--- config.mk ---
export PLATFORM = sky130hd
export DESIGN_NAME = uart_io_pio_gpio
export DESIGN_NICKNAME = d
export VERILOG_FILES = /design/src/rtl/uart_io_pio_gpio.sv
export SDC_FILE = /design/constraint.sdc
export NUM_CORES = 1
export LEC_CHECK = 0
export CAP_MARGIN = 20
export CORE_ASPECT_RATIO = 2
export CORE_MARGIN = 2
export CORE_UTILIZATION = 40
export DETAILED_ROUTE_END_ITERATION = 16
export GPL_ROUTABILITY_DRIVEN = 0
export HOLD_SLACK_MARGIN = 0.05
export PLACE_DENSITY = 0.63
export SLEW_MARGIN = 20
export SYNTH_ARGS = -nofsm -noshare
export SYNTH_HDL_FRONTEND = slang
export SYNTH_SLANG_ARGS = --single-unit
--- constraint.sdc ---
create_clock -name clk -period 5.05 [get_ports clk]
set_clock_uncertainty 0.1 [all_clocks]
set_input_delay 1.01 -clock clk [delete_from_list [all_inputs] [get_ports clk]]
set_output_delay 1.01 -clock clk [all_outputs]
set_load 0.005 [all_outputs]
--- src/rtl/uart_io_pio_gpio.sv ---
// Avalon-MM GPIO/PIO peripheral: synchronised inputs with edge capture and a
// masked level interrupt, plus per-bit direction, set/clear and blink outputs.
module uart_io_pio_gpio #(
    parameter int unsigned WIDTH       = 8,
    parameter logic [WIDTH-1:0] RESET_VALUE = '0,
    parameter int unsigned EDGE_TYPE   = 0,
    parameter int unsigned SYNC_STAGES = 2,
    parameter int unsigned BLINK_W     = 24
) (
    input  logic             clk,
    input  logic             reset_n,
    input  logic [2:0]       address,
    input  logic             chipselect,
    input  logic             write_n,
    input  logic [31:0]      writedata,
    output logic [31:0]      readdata,
    input  logic [WIDTH-1:0] in_port,
    output logic [WIDTH-1:0] out_port,
    output logic [WIDTH-1:0] oe_port,
    output logic             irq
);

    localparam int unsigned ARM_W = $clog2(SYNC_STAGES + 1);

    localparam logic [2:0] ADDR_DATA      = 3'd0;
    localparam logic [2:0] ADDR_DIR       = 3'd1;
    localparam logic [2:0] ADDR_IRQMASK   = 3'd2;
    localparam logic [2:0] ADDR_EDGECAP   = 3'd3;
    localparam logic [2:0] ADDR_OUTSET    = 3'd4;
    localparam logic [2:0] ADDR_OUTCLR    = 3'd5;
    localparam logic [2:0] ADDR_BLINKMASK = 3'd6;
    localparam logic [2:0] ADDR_BLINKPER  = 3'd7;

    logic [WIDTH-1:0]   data_out_q, data_out_d;
    logic [WIDTH-1:0]   dir_q, dir_d;
    logic [WIDTH-1:0]   irqmask_q, irqmask_d;
    logic [WIDTH-1:0]   edgecap_q, edgecap_d;
    logic [WIDTH-1:0]   blinkmask_q, blinkmask_d;
    logic [BLINK_W-1:0] blinkper_q, blinkper_d;
    logic [BLINK_W-1:0] blink_cnt_q, blink_cnt_d;
    logic               blink_phase_q, blink_phase_d;
    logic [ARM_W-1:0]   arm_cnt_q, arm_cnt_d;
    logic               armed_q, armed_d;
    logic [WIDTH-1:0]   sync_q [SYNC_STAGES];
    logic [WIDTH-1:0]   sync_d [SYNC_STAGES];
    logic [WIDTH-1:0]   prev_q, prev_d;

    logic               wr_en;
    logic [WIDTH-1:0]   wdata_w;
    logic [WIDTH-1:0]   sync_in;
    logic [WIDTH-1:0]   edge_sel;
    logic [WIDTH-1:0]   edge_det;
    logic               unused_wdata;

    assign wr_en        = chipselect & ~write_n;
    assign wdata_w      = writedata[WIDTH-1:0];
    assign sync_in      = sync_q[SYNC_STAGES-1];
    // Upper writedata bits are intentionally ignored for narrow configurations.
    assign unused_wdata = ^writedata;

    // Input synchroniser chain and one-cycle delayed copy for edge detection.
    always_comb begin
        sync_d[0] = in_port;
        for (int i = 1; i < SYNC_STAGES; i++) begin
            sync_d[i] = sync_q[i-1];
        end
        // prev follows sync_in whatever the direction, so turning a pin into
        // an input later never produces a stale-edge capture.
        prev_d = sync_in;
    end

    // Select the configured edge kind, then gate by input direction and arming.
    always_comb begin
        case (EDGE_TYPE)
            0:       edge_sel = sync_in & ~prev_q;
            1:       edge_sel = ~sync_in & prev_q;
            default: edge_sel = sync_in ^ prev_q;
        endcase
        edge_det = edge_sel & ~dir_q & {WIDTH{armed_q}};
    end

    // Arm counter: hold off capture until the synchroniser has flushed after reset.
    always_comb begin
        arm_cnt_d = arm_cnt_q;
        armed_d   = armed_q;
        if (!armed_q) begin
            if (arm_cnt_q == ARM_W'(SYNC_STAGES)) begin
                armed_d = 1'b1;
            end else begin
                arm_cnt_d = arm_cnt_q + ARM_W'(1);
            end
        end
    end

    // Register file writes and edge-capture update.
    always_comb begin
        // NOTE: every always_comb output gets a default first so no path leaves
        // it unassigned; a missing default infers a latch.
        data_out_d  = data_out_q;
        dir_d       = dir_q;
        irqmask_d   = irqmask_q;
        blinkmask_d = blinkmask_q;
        blinkper_d  = blinkper_q;
        edgecap_d   = edgecap_q;
        if (wr_en) begin
            case (address)
                ADDR_DATA:      data_out_d  = wdata_w;
                ADDR_DIR:       dir_d       = wdata_w;
                ADDR_IRQMASK:   irqmask_d   = wdata_w;
                ADDR_EDGECAP:   edgecap_d   = edgecap_q & ~wdata_w;
                ADDR_OUTSET:    data_out_d  = data_out_q | wdata_w;
                ADDR_OUTCLR:    data_out_d  = data_out_q & ~wdata_w;
                ADDR_BLINKMASK: blinkmask_d = wdata_w;
                ADDR_BLINKPER:  blinkper_d  = BLINK_W'(writedata);
                default:        ;
            endcase
        end
        // Applied after the clear so a new edge wins over a same-cycle W1C.
        edgecap_d = edgecap_d | edge_det;
    end

    // Blink counter: half-period of BLINKPER+1 cycles, frozen at zero when idle.
    always_comb begin
        blink_cnt_d   = blink_cnt_q;
        blink_phase_d = blink_phase_q;
        if (wr_en && address == ADDR_BLINKPER) begin
            blink_cnt_d   = '0;
            blink_phase_d = 1'b0;
        end else if (blinkper_q == '0) begin
            blink_cnt_d   = '0;
            blink_phase_d = 1'b0;
        end else if (blink_cnt_q == blinkper_q) begin
            blink_cnt_d   = '0;
            blink_phase_d = ~blink_phase_q;
        end else begin
            blink_cnt_d = blink_cnt_q + BLINK_W'(1);
        end
    end

    // State registers with synchronous active-low reset.
    always_ff @(posedge clk) begin
        // NOTE: sequential state uses non-blocking assignments so every flop
        // samples pre-edge values regardless of statement order.
        if (!reset_n) begin
            data_out_q    <= RESET_VALUE;
            dir_q         <= '0;
            irqmask_q     <= '0;
            edgecap_q     <= '0;
            blinkmask_q   <= '0;
            blinkper_q    <= '0;
            blink_cnt_q   <= '0;
            blink_phase_q <= 1'b0;
            arm_cnt_q     <= '0;
            armed_q       <= 1'b0;
            prev_q        <= '0;
            // NOTE: the synchroniser array is reset element by element; it is a
            // handful of flops, not a RAM, and must not carry an edge across reset.
            for (int i = 0; i < SYNC_STAGES; i++) begin
                sync_q[i] <= '0;
            end
        end else begin
            data_out_q    <= data_out_d;
            dir_q         <= dir_d;
            irqmask_q     <= irqmask_d;
            edgecap_q     <= edgecap_d;
            blinkmask_q   <= blinkmask_d;
            blinkper_q    <= blinkper_d;
            blink_cnt_q   <= blink_cnt_d;
            blink_phase_q <= blink_phase_d;
            arm_cnt_q     <= arm_cnt_d;
            armed_q       <= armed_d;
            prev_q        <= prev_d;
            sync_q        <= sync_d;
        end
    end

    // Zero-latency read mux; DATA mixes driven values and synchronised pins.
    always_comb begin
        readdata = '0;
        case (address)
            ADDR_DATA:      readdata = 32'((data_out_q & dir_q) | (sync_in & ~dir_q));
            ADDR_DIR:       readdata = 32'(dir_q);
            ADDR_IRQMASK:   readdata = 32'(irqmask_q);
            ADDR_EDGECAP:   readdata = 32'(edgecap_q);
            ADDR_BLINKMASK: readdata = 32'(blinkmask_q);
            ADDR_BLINKPER:  readdata = 32'(blinkper_q);
            default:        readdata = '0;
        endcase
    end

    assign oe_port  = dir_q;
    assign out_port = data_out_q ^ (blinkmask_q & {WIDTH{blink_phase_q}});
    assign irq      = |(edgecap_q & irqmask_q);

endmodule

# == After elaboration in Yosys (flattened, before gate mapping) ==
# Index checks and enable logic that the tools add are counted.
# W data, S select, Z words.
# totals
register_bits,116
output_inout_bits,49
word_cells,66
inputBits,47
# classes
reduce_logical,13
bitwise_logic,23
mux,6
add_sub_neg,2
n_eq_ne,9
# op_table
cell,count
$pmux W32 S6,1
$and A8 B8 Y8,8
$and A8 B32 Y32,1
$not A8 Y32,1
$or A8 B32 Y32,1
$add A24 B1 Y24 const B,1
$eq A24 B24 Y1,1
$logic_not A24 Y1,1
$not A8 Y8,3
$pmux W8 S3,1
$mux W8,2
$or A8 B8 Y8,2
$eq A3 B3 Y1 const B,4
$reduce_and A2 Y1,6
$reduce_or A8 Y1,1
$xor A8 B8 Y8,1
$eq A3 B2 Y1 const B,2
$not A1 Y1,5
$reduce_or A4 Y1,1
$eq A3 B1 Y1 const B,1
$logic_not A3 Y1,1
$reduce_bool A3 Y1,1
$reduce_or A3 Y1,1
$add A2 B1 Y2 const B,1
other kinds (4),5

# == Depth between registers and ports, before layout ==
# depth
word_depth,5
ltp_mapped,8
mapped_depth_nobuf,6

# == Worst setup path after synthesis ==
# Ideal clock, no wire load.
# synth_timing
path_type,in2out
from,in address[2]
to,out readdata[4]
cell_stages,4
t_arrival_ps,2091
t_required_ps,3940
path_buffers,2
setup_slack_ps,1849
cell_sequence,buf_2 buf_1 mux4_2 a22o_1
# synth_between
elab_chain_len,2
word_cells_on_any_way,7
classes_between,eq/ne: 5; mux: 1; reduce/logical: 1
# synth_rtl
element,line_no,rtl
from (decl),12,"input logic [2:0] address,"
"$eq A3 B3 Y1, or another cell as far along",180,case (address)
$pmux W32 S6 (*),180,
to (decl),16,"output logic [31:0] readdata,"
# Every way passes the cells marked *; elsewhere a longest branch is shown, timed or not.

# == Worst setup path in the final report ==
# layout_timing
from,in address[0]
to,out readdata[0]
# Same word-level chain as after synthesis.

==> summary.txt <==
Synth
  • Count of cell types in the netlist: 44
  • Flops & latches, synth: between 100 and 150
  • Area of the mapped netlist: ~5500 um2
  • Ys Warns: 0
  • Syn avg cell area: between 8 and 9 um2
  • Synth area leaders: dfxtp_1, xor2_1, nand2_1
  • Synth Instances: slightly above 600
  • Seq/Total Area, Yosys: between 40% and 50%
  • Asr flop ratio synth: 0%
  • Post-synth EDFFs: 0
  • Top-area cell type share of the netlist area: 42.3%
  • Synth Flop Type: dfxtp_1
  • Synth top cells by count: dfxtp_1, nand2_1, and2_1, nor2b_1, xor2_1
  • Leading cell type by number of instances after synthesis: dfxtp_1
  • Post-synth top area cell: dfxtp_1

STA
  • Fin. max-slew vios: 0
  • Slew headroom: between 20% and 30%
  • WHS: 0.328 ns
  • Min Clock Period, post-route: between 4 and 5 ns
  • Slew at the pin closest to its max-slew limit: ~1.1 ns
  • RSZ-0062 raised after global routing: no
  • Period Utilization, post-route: roughly 90%
  • Setup TNS: 0 ns
  • Final Hold Fails: 0
  • F_max: around 230 MHz
  • Setup ws final: around 0.6 ns
  • Final setup violation count: 0

Global routing
  • First-pass GRT wire length: 23.0 mm
  • Initial antenna violation count: 0
  • Pin count of the biggest net entering global routing: 68
  • Total track usage: about a fifth
  • Number of global-route vias before repair: roughly 4500
  • Grt ovf: 0

Layout
  • Area of the multi-input gates: about 3000 um2
  • Final Util: between 50% and 60%
  • Design area: 6970 um2
  • Layout cells sized above 1: under 10%
  • Layout area overhead: 27.0%
  • Storage element area: approximately 2300 um2
  • Fillers: roughly 1200
  • # diodes: 0
  • Final Non-Filler Cells: 853
  • Nets: 735

Worst setup path
  • Reg-to-reg startpoint: blinkper_q[6]
  • CP Max Fanout: 18
  • Crit path from: address[0]
  • Crit path kind: in2out
  • R2R depth: 5
  • Reg-to-reg endpoint: blink_cnt_q[19]
  • CP Launch Type: input port
  • Arrival time worst endpoint: 3.33 ns
  • Worst setup path endpoint: readdata[0]
  • Critical path capture point type: output pin
  • R2R Setup Slk: ~3 ns
  • WP data required: a little under 4 ns

Floorplan
  • Core area: approximately 13000 um2
  • FP Rows: 60
  • Die area: ~15000 um2
  • Die Span X: between 80 and 90 um
  • Starting Density: between 40% and 50%
  • Die height: 170 um
  • I/O pin cnt: 96

Clock network
  • Clock buffer count from CTS: 17
  • Reg clk slew, reported paths: ~0.05 ns
  • Hold buffers post-CTS: 0
  • PostCTS Resize Cnt: 0
  • Clock sinks: about 120
  • Max clock buf depth: 2
  • Clk Latency, worst-skew pair: slightly above 0.4 ns
  • CTS root buffer: clkbuf_16
  • Setup Fix Bufs, Post-CTS: 0
  • Htree depth: 4
  • CTS tree: done

Routing
  • DR WL/cell: 16.8 um
  • Final WL: 14.3 mm
  • Final ANT Viol Nets: 0
  • Drt drc: 0
  • Number of DRC markers in iteration 0: 176
  • DR vias: 4535
  • DR pass1 iterations: 5
  • Via density: ~5.3

Place
  • Placed Instances: between 800 and 900
  • I/O Buffers: 79
  • Placed Instance Area: around 6400 um2
  • Dpl ws: around 0.63 ns
  • Post-DP HPWL: 10.4 mm

Power and ir drop
  • P per Cell Area: between 300 and 400 nW/um2
  • Lkg Pwr: 2.76 nW
  • Power, Total: 2.37 mW
  • Worst VDD drop: around 0.32 mV

Run status
  • Status: complete, no violations

Flow run
  • Number of max-cap violations: 0

Min path
  • Min-Delay Path Class: reg2reg
[where the power goes]
part | switching [mW] | total (mW) | internal (mW)
registers | 0.0265 | 0.971 | 0.944
logic | 0.0860 | 0.182 | 0.0960
clock network | 0.421 | 1.22 | 0.799
[worst max-delay path, stage by stage]
cell and delay [ns]:
clkdlybuf4s50_1 0.75, buf_4 0.32, mux4_2 0.53, a22o_1 0.27, clkdlybuf4s50_1 0.45
[per-layer routing]
| layer | global-route usage [%] | vias to the layer above | wire length (um) |
|---|---|---|---|
| li1 | - | 2206 | - |
| met1 | 20.9 | 2150 | 5300 |
| met2 | 37.8 | 145 | 7970 |
| met3 | 3.65 | 34 | 520 |
| met4 | 10.1 | 0 | 519 |
| met5 | 0 | - | 0 |
[state kept, by name, summed over array words and instances, names as in the netlist]
name           count
arm_cnt_q          2
armed_q            1
blink_cnt_q       24
blink_phase_q      1
blinkmask_q        8
blinkper_q        24
data_out_q         8
edgecap_q          8
irqmask_q          8
oe_port            8
prev_d             8
prev_q             8
sync_d             8
[placed cells by master (no fill, tap or decap), types with 5 or more instances in the layout]
cell type | synthesis | final
a21boi_0 | 30 | 30
a21oi_1 | 9 | 9
a22o_1 | 7 | 7
and2_1 | 43 | 43
and3_1 | 5 | 5
buf_4 | 8 | 9
clkbuf_16 | 0 | 17
clkbuf_8 | 0 | 6
clkdlybuf4s50_1 | 0 | 78
conb_1 | 1 | 8
dfxtp_1 | 116 | 116
mux2i_1 | 29 | 29
nand2_1 | 87 | 87
nand2b_1 | 7 | 7
nand3_1 | 11 | 11
nand4_1 | 6 | 6
nor2_1 | 31 | 31
nor2b_1 | 43 | 43
nor4_1 | 10 | 10
nor4bb_1 | 8 | 8
o21ai_0 | 30 | 30
xnor2_1 | 14 | 14
xor2_1 | 41 | 41
[cells by family after synthesis]
family	share of synthesized area, %
AOI/OAI and AO/OA	11.0
xor gates and xnor gates	8.78
adders and majority gates	0.456
buffers and inverters	3.88
DFF	42.3
muxes	7.55
other	0.0683
and+or+nand+nor	26.0
[final cells by class]
type                            count  share of cell area [%]
Clock buffer                       23                    7.29
Clock inverter                      8                    1.40
Inverter                            4                   0.215
Multi-Input combinational cell    459                    42.8
Sequential cell                   116                    33.3
Tap cell                          155                    2.78
Timing Repair Buffer               88                    12.2
[how the worst min path moves through the flow]
stage | start | end | depth (start not counted) | slack [ns]
floorplan | sync_d[0] | prev_d[0] | 1 | 0.31
global placement | sync_d[5] | prev_d[5] | 1 | 0.32
detailed placement | sync_d[4] | prev_d[4] | 1 | 0.32
CTS | sync_d[2] | prev_d[2] | 1 | 0.33
global route | sync_d[6] | prev_d[6] | 1 | 0.35
finish | sync_d[2] | prev_d[2] | 1 | 0.33
Note: power is estimated with default switching activity, not from simulation.
